===== src/rtl/debounce_pkg.sv =====
// Shared definitions for the multi-channel button debouncer.
// - state_e   : per-channel FSM encoding (3-bit)
// - cnt_width : width helper, clog2(max(a, b) + 1), sizes the hold counter
package debounce_pkg;

    typedef enum logic [2:0] {
        IDLE       = 3'd0,
        CONF_PRESS = 3'd1,
        PRESSED    = 3'd2,
        REPEAT     = 3'd3,
        CONF_REL   = 3'd4
    } state_e;

    function automatic int cnt_width(input int a, input int b);
        return $clog2(((a > b) ? a : b) + 1);
    endfunction

endpackage


===== src/rtl/debounce_channel.sv =====
// One debouncer channel: 2-FF synchronizer, tick-qualified stability FSM,
// hold counter for long-press / auto-repeat, and registered outputs.
// Ports:
//   clk, rst      - system clock, async active-low reset
//   tick          - one-clk sample enable from the shared prescaler
//   i_btn         - raw asynchronous button input
//   i_repeat_en   - enables o_repeat pulses for this channel
//   o_level       - debounced level
//   o_press/o_release/o_long/o_repeat - one-clk event pulses
module debounce_channel
    import debounce_pkg::*;
#(
    parameter int STABLE_TICKS = 4,
    parameter int LONG_TICKS   = 1000,
    parameter int REPEAT_TICKS = 200
) (
    input  logic clk,
    input  logic rst,
    input  logic tick,
    input  logic i_btn,
    input  logic i_repeat_en,
    output logic o_level,
    output logic o_press,
    output logic o_release,
    output logic o_long,
    output logic o_repeat
);

    localparam int SW = $clog2(STABLE_TICKS + 1);
    localparam int HW = cnt_width(LONG_TICKS, REPEAT_TICKS);
    localparam logic [SW-1:0] STAB_MAX = SW'(STABLE_TICKS);
    localparam logic [HW-1:0] LONG_MAX = HW'(LONG_TICKS);
    localparam logic [HW-1:0] REP_MAX  = HW'(REPEAT_TICKS);

    logic [1:0]    sync_q;
    logic          s;
    state_e        state_q, state_d;
    logic          ret_rep_q, ret_rep_d;   // state to resume after a release glitch
    logic [SW-1:0] stab_q, stab_d, stab_inc;
    logic [HW-1:0] hold_q, hold_d, hold_inc;
    logic          level_q, level_d;
    logic          press_q, press_d;
    logic          rel_q, rel_d;
    logic          long_q, long_d;
    logic          repeat_q, repeat_d;

    assign s        = sync_q[1];
    assign stab_inc = stab_q + 1'b1;
    assign hold_inc = hold_q + 1'b1;

    always_comb begin
        state_d   = state_q;
        ret_rep_d = ret_rep_q;
        stab_d    = stab_q;
        hold_d    = hold_q;
        level_d   = level_q;
        press_d   = 1'b0;
        rel_d     = 1'b0;
        long_d    = 1'b0;
        repeat_d  = 1'b0;
        if (tick) begin
            case (state_q)
                IDLE: begin
                    if (s) begin
                        if (STABLE_TICKS == 1) begin
                            state_d = PRESSED;
                            level_d = 1'b1;
                            press_d = 1'b1;
                            hold_d  = '0;
                        end else begin
                            state_d = CONF_PRESS;
                            stab_d  = SW'(1);
                        end
                    end
                end
                CONF_PRESS: begin
                    if (!s) begin
                        state_d = IDLE;
                        stab_d  = '0;
                    end else if (stab_inc == STAB_MAX) begin
                        state_d = PRESSED;
                        level_d = 1'b1;
                        press_d = 1'b1;
                        hold_d  = '0;
                        stab_d  = '0;
                    end else begin
                        stab_d = stab_inc;
                    end
                end
                PRESSED, REPEAT: begin
                    if (!s) begin
                        ret_rep_d = (state_q == REPEAT);
                        if (STABLE_TICKS == 1) begin
                            state_d = IDLE;
                            level_d = 1'b0;
                            rel_d   = 1'b1;
                        end else begin
                            state_d = CONF_REL;
                            stab_d  = SW'(1);
                        end
                    end else if (state_q == PRESSED) begin
                        if (hold_inc == LONG_MAX) begin
                            state_d = REPEAT;
                            long_d  = 1'b1;
                            hold_d  = '0;
                        end else begin
                            hold_d = hold_inc;
                        end
                    end else begin
                        // Period keeps running while repeat is disabled so
                        // enabling it mid-hold stays phase-aligned.
                        if (hold_inc == REP_MAX) begin
                            hold_d   = '0;
                            repeat_d = i_repeat_en;
                        end else begin
                            hold_d = hold_inc;
                        end
                    end
                end
                CONF_REL: begin
                    // hold_q is intentionally untouched here: a short glitch
                    // resumes the hold count where it stopped.
                    if (s) begin
                        state_d = ret_rep_q ? REPEAT : PRESSED;
                        stab_d  = '0;
                    end else if (stab_inc == STAB_MAX) begin
                        state_d = IDLE;
                        level_d = 1'b0;
                        rel_d   = 1'b1;
                        stab_d  = '0;
                    end else begin
                        stab_d = stab_inc;
                    end
                end
                default: begin
                    state_d = IDLE;
                    stab_d  = '0;
                    hold_d  = '0;
                    level_d = 1'b0;
                end
            endcase
        end
    end

    always_ff @(posedge clk or negedge rst) begin
        if (!rst) begin
            sync_q    <= '0;
            state_q   <= IDLE;
            ret_rep_q <= 1'b0;
            stab_q    <= '0;
            hold_q    <= '0;
            level_q   <= 1'b0;
            press_q   <= 1'b0;
            rel_q     <= 1'b0;
            long_q    <= 1'b0;
            repeat_q  <= 1'b0;
        end else begin
            sync_q    <= {sync_q[0], i_btn};
            state_q   <= state_d;
            ret_rep_q <= ret_rep_d;
            stab_q    <= stab_d;
            hold_q    <= hold_d;
            level_q   <= level_d;
            press_q   <= press_d;
            rel_q     <= rel_d;
            long_q    <= long_d;
            repeat_q  <= repeat_d;
        end
    end

    assign o_level   = level_q;
    assign o_press   = press_q;
    assign o_release = rel_q;
    assign o_long    = long_q;
    assign o_repeat  = repeat_q;

endmodule


===== src/rtl/button_debounce_multi.sv =====
// Multi-channel button debouncer with press/release/long/repeat events.
// A single prescaler produces a clock-enable tick shared by all channels;
// every flop runs on clk.
// Ports:
//   clk, rst     - system clock, async active-low reset
//   i_btn        - CH raw asynchronous button inputs
//   i_repeat_en  - CH per-channel auto-repeat enables
//   o_level      - CH debounced levels
//   o_press, o_release, o_long, o_repeat - CH one-clk event pulses
module button_debounce_multi
    import debounce_pkg::*;
#(
    parameter int CH           = 4,
    parameter int TICK_DIV     = 100,
    parameter int STABLE_TICKS = 4,
    parameter int LONG_TICKS   = 1000,
    parameter int REPEAT_TICKS = 200
) (
    input  logic          clk,
    input  logic          rst,
    input  logic [CH-1:0] i_btn,
    input  logic [CH-1:0] i_repeat_en,
    output logic [CH-1:0] o_level,
    output logic [CH-1:0] o_press,
    output logic [CH-1:0] o_release,
    output logic [CH-1:0] o_long,
    output logic [CH-1:0] o_repeat
);

    localparam int PW = $clog2(TICK_DIV);
    localparam logic [PW-1:0] PS_MAX = PW'(TICK_DIV - 1);

    logic [PW-1:0] ps_q, ps_d;
    logic          tick;

    assign tick = (ps_q == PS_MAX);

    always_comb begin
        ps_d = tick ? '0 : ps_q + 1'b1;
    end

    always_ff @(posedge clk or negedge rst) begin
        if (!rst) ps_q <= '0;
        else      ps_q <= ps_d;
    end

    for (genvar g = 0; g < CH; g++) begin : g_ch
        debounce_channel #(
            .STABLE_TICKS(STABLE_TICKS),
            .LONG_TICKS  (LONG_TICKS),
            .REPEAT_TICKS(REPEAT_TICKS)
        ) u_ch (
            .clk        (clk),
            .rst        (rst),
            .tick       (tick),
            .i_btn      (i_btn[g]),
            .i_repeat_en(i_repeat_en[g]),
            .o_level    (o_level[g]),
            .o_press    (o_press[g]),
            .o_release  (o_release[g]),
            .o_long     (o_long[g]),
            .o_repeat   (o_repeat[g])
        );
    end

endmodule


===== config.mk =====
export PLATFORM = sky130hd
export DESIGN_NAME = button_debounce_multi
export DESIGN_NICKNAME = d
export VERILOG_FILES = /design/src/rtl/debounce_pkg.sv /design/src/rtl/debounce_channel.sv /design/src/rtl/button_debounce_multi.sv
export SDC_FILE = /design/constraint.sdc
export NUM_CORES = 1
export LEC_CHECK = 0
export BUFFER_PORTS_ARGS = -buffer_cell sky130_fd_sc_hd__buf_4
export CAP_MARGIN = 20
export CORE_AREA = 5 5 141 116
export DETAILED_ROUTE_END_ITERATION = 7
export DIE_AREA = 0 0 146 121
export HOLD_SLACK_MARGIN = 0.05
export PLACE_DENSITY = 0.63
export SYNTH_ARGS = -nofsm -noshare
export SYNTH_HDL_FRONTEND = slang
export SYNTH_SLANG_ARGS = --single-unit

===== constraint.sdc =====
create_clock -name clk -period 2 [get_ports clk]
set_input_delay 0.2 -clock clk [delete_from_list [all_inputs] [get_ports clk]]
set_output_delay 0.2 -clock clk [all_outputs]
set_load 0.03 [all_outputs]

==> metrics.md <==
| Metric | Value |
|---|---|
| Post-Place Cell Area | 7960 um^2 |
| Fraction of layout instances using a drive strength above 1 | 37.4% |
| Hold Violations, Final | 0 |
| Gate Count Post-Synth | 792 |
| Quantity of I/O buffers inserted on ports | 29 |
| Critical Path Start Type | flip-flop |
| Final Instance Area | 9220 um^2 |
| Crit-path leading delay family | simple AND/OR/NAND/NOR gates |
| Final weighted congestion in routability-driven placement | 0.930 |
| Worst slack at placement | -0.208 ns |
| Post-Syn Area | 6700 um^2 |
| Clock slew at the register clock pins of the worst setup and hold paths | 0.07 ns |
| Core occupancy in the finished layout | 62.4% |
| Slowest cell on the critical path | sky130_fd_sc_hd__or4_4 |
| Synth cell types | 80 |
| # Max-Cap Violations | 0 |
| Detailed-placement wirelength estimate | 11.7 mm |
| Sort of element at the end of the critical path | flip-flop |
| Worst Path Buf+Inv | 0 |
| Row count | 40 |
| Final critical-path required period | 2.04 ns |
| Die Y-Extent | 121 um |
| Endpoints failing setup | 10 |
| Skew-Pair Late Insertion Delay | 0.35 ns |
| Maximum clock path buffer count | 2 |
| Routed Antenna Nets | 0 |
| Final non-filler cell total | 1126 |
| Leakage | 3.90 nW |
| CP required | 2.23 ns |
| Share of the clock period used by the worst path after layout | 102% |
| Worst setup path class | reg2reg |
| Violated checks | negative setup slack |
| Number of global-route vias before repair | 6196 |
| Post-synthesis area per instance | 8.46 um^2 |
| Antenna violations before repair | 0 |
| Max-slew violations | 0 |
| Unrepaired setup endpoints after global routing | yes |
| Hold Slack | 0.105 ns |
| Setup clock skew after layout | 0.00869 ns |
| Cts bufs inserted | 9 |
| Drt via density | 5.82 |
| Type of the worst min-delay path | in2reg |
| DR WL/cell | 16.1 um |
| Slew Limit Headroom | 62.5% |
| Maximum vdd ir drop | 0.344 mV |
| Placed cell count | 1083 |
| Final nets | 958 |
| Largest net degree at the start of global routing | 104 |
| Clock tree from TritonCTS | built |
| Global-route wire length before repair | 29.1 mm |
| Fin worst setup slack | -0.0426 ns |
| Remaining routing DRC violations | 0 |
| CP max FO | 6 |
| Ordered list of cells on the worst path | and4_1 > and2_4 > or4_4 > o221a_4 > o211ai_1 > nand2_1 |
| DRC violation total after the first TritonRoute iteration | 623 |
| Flop and latch count out of synthesis | 103 |
| Synthesis Warnings | 0 |
| Routing usage on met2 | 31.0% |
| EDFF count, synth | 0 |
| Gr usage total | 19.5% |
| CTS H-Tree Depth | 3 |
| DR pass1 iterations | 5 |
| Top-level I/O count | 30 |
| Total nets after synthesis | 818 |
| Outcome | finished, violations left |
| Clock net sink count | 103 |
| Worst EP arrival | 2.28 ns |
| Aggregate global routing overflow | 0 |
| Delay contributed by the slowest stage of the critical path | 0.52 ns |
| Ant. Diodes | 0 |
| GR Util met1 | 27.4% |
| Floorplan die area | 17700 um^2 |
| Met3 routing resource usage after global routing | 3.70% |
| Register area share after synthesis | 38.5% |
| Area Growth Syn to Fin | 37.6% |
| Initial cell density of the core | 45.4% |
| Power density normalized to cell area | 441 nW/um^2 |
| Max Freq | 490 MHz |
| Most heavily used metal layer in global routing | met2 |
| Ys async rst share | 100% |
| Dominant synthesized flop cell | sky130_fd_sc_hd__dfrtp_1 |
| Worst Tran Pin Value | 0.563 ns |
| Root Driver | sky130_fd_sc_hd__clkbuf_16 |
| Die outline width | 146 um |
| Via count | 6556 |
| Core region area | 14800 um^2 |
| Total detailed-routing wirelength | 18.2 mm |
## metrics by stage
stage               setup TNS (ns)  power [W]
floorplan                   -0.252    0.00217
global placement            -0.930    0.00224
detailed placement           -2.62    0.00224
CTS                         -0.410    0.00413
global route                 -1.99    0.00423
finish                      -0.194    0.00407
## worst paths after layout
check,start,end,depth (start not counted),slack [ns]
min in group asynchronous,rst,g_ch[0].u_ch.hold_q[3],3,0.46
max in group asynchronous,rst,g_ch[2].u_ch.hold_q[3],3,1.08
min reg2reg,g_ch[0].u_ch.sync_q[0],g_ch[0].u_ch.sync_q[1],0,0.35
max reg2reg,g_ch[3].u_ch.hold_q[3],g_ch[3].u_ch.hold_q[3],6,-0.04
max,g_ch[3].u_ch.hold_q[3],g_ch[3].u_ch.hold_q[3],6,-0.04
min,i_repeat_en[3],g_ch[3].u_ch.o_repeat,3,0.11
## worst reg2reg max path, cell delays in order, from the launching register on
cell and delay, ns:
sky130_fd_sc_hd__dfrtp_2 0.46, sky130_fd_sc_hd__and4_1 0.23, sky130_fd_sc_hd__and2_4 0.17, sky130_fd_sc_hd__or4_4 0.52, sky130_fd_sc_hd__o221a_4 0.31, sky130_fd_sc_hd__o211ai_1 0.17
sky130_fd_sc_hd__nand2_1 0.07
## layout make-up
cell class,instances,area (um^2)
Clock buffer,11,253
Clock inverter,5,62.6
Fill cell,1204,5550
Inverter,32,120
Multi-Input combinational cell,593,4390
Sequential cell,103,2600
Tap cell,189,236
Timing Repair Buffer,193,1560
## metal layers
layer / vias up / part of all wire [%]
met1: 3211 / 46
li1: 3147 / -
met5: - / 0
met4: 0 / 1.3
met2: 177 / 47
met3: 21 / 4.7
## report_power, final
group	internal [W]	switching [W]
clock	0.00105	0.000815
combinational	0.0000363	0.0000735
sequential	0.00209	0.00000593
## sequential cells by signal, summed over array words and instances (netlist names)
name / cells
g_ch.u_ch.sync_q: 8
ps_q: 7
g_ch.u_ch.o_repeat: 4
g_ch.u_ch.stab_q: 12
g_ch.u_ch.o_release: 4
g_ch.u_ch.o_press: 4
g_ch.u_ch.ret_rep_q: 4
g_ch.u_ch.o_long: 4
g_ch.u_ch.o_level: 4
g_ch.u_ch.hold_q: 40
g_ch.u_ch.state_q: 12
## kinds of logic (layout without fill, tap and decap cells)
kind of cell	after synthesis	count (layout)	synth area share, %
buf+inv	96	241	6.87
simple gates	326	326	24.7
compound gates	223	223	22.9
mux	13	13	2.07
flops	103	103	38.5
fa+ha+maj	16	16	2.99
xor+xnor	15	15	1.96
## synth_stat cells (12+ instances only)
| cell type | count | area (um^2) |
|---|---|---|
| sky130_fd_sc_hd__ha_1 | 16 | 200 |
| sky130_fd_sc_hd__buf_2 | 13 | 65.1 |
| sky130_fd_sc_hd__clkbuf_1 | 29 | 109 |
| sky130_fd_sc_hd__nand2b_1 | 12 | 75.1 |
| sky130_fd_sc_hd__nor2_1 | 73 | 274 |
| sky130_fd_sc_hd__a21oi_1 | 42 | 210 |
| sky130_fd_sc_hd__dfrtp_1 | 103 | 2580 |
| sky130_fd_sc_hd__o21ai_1 | 18 | 90.1 |
| sky130_fd_sc_hd__nand4_1 | 13 | 81.3 |
| sky130_fd_sc_hd__buf_4 | 20 | 150 |
| sky130_fd_sc_hd__nand3_1 | 31 | 155 |
| sky130_fd_sc_hd__o21ai_0 | 50 | 250 |
| sky130_fd_sc_hd__nor3_1 | 28 | 140 |
| sky130_fd_sc_hd__inv_1 | 32 | 120 |
| sky130_fd_sc_hd__nand2_1 | 86 | 323 |
## placed cells by master, fill, tap and decap left out, drive strengths merged, types with 7 or more instances in the layout
cell | Yosys | final
xor2 | 7 | 7
nor2 | 73 | 73
o2111ai | 7 | 7
o221ai | 13 | 13
clkbuf | 30 | 11
or3 | 7 | 7
o21ai | 68 | 68
a31oi | 8 | 8
nand4 | 15 | 15
o311ai | 7 | 7
and2 | 12 | 12
nor3b | 9 | 9
nand2 | 87 | 87
inv | 32 | 34
ha | 16 | 16
a22o | 9 | 9
o31ai | 8 | 8
nand2b | 12 | 12
nor2b | 8 | 8
nor3 | 28 | 28
a21oi | 42 | 42
o211ai | 12 | 12
a211oi | 7 | 7
buf | 34 | 188
nand3 | 33 | 33
and3 | 7 | 7
xnor2 | 8 | 8
dfrtp | 103 | 103
mux2 | 7 | 7
nor4 | 11 | 11
## repair_timing
| action | in CTS | in global routing |
|---|---|---|
| setup buffers | 8 | 14 |
| pin swaps | 21 | 29 |
| setup endpoints to repair | 40 | 54 |
| gates resized for setup | 42 | 120 |
| hold buffers | 5 | 0 |
| endpoints found under the hold margin | 107 | 0 |
| cloned | 0 | 1 |
(Power assumes the default switching activity.)
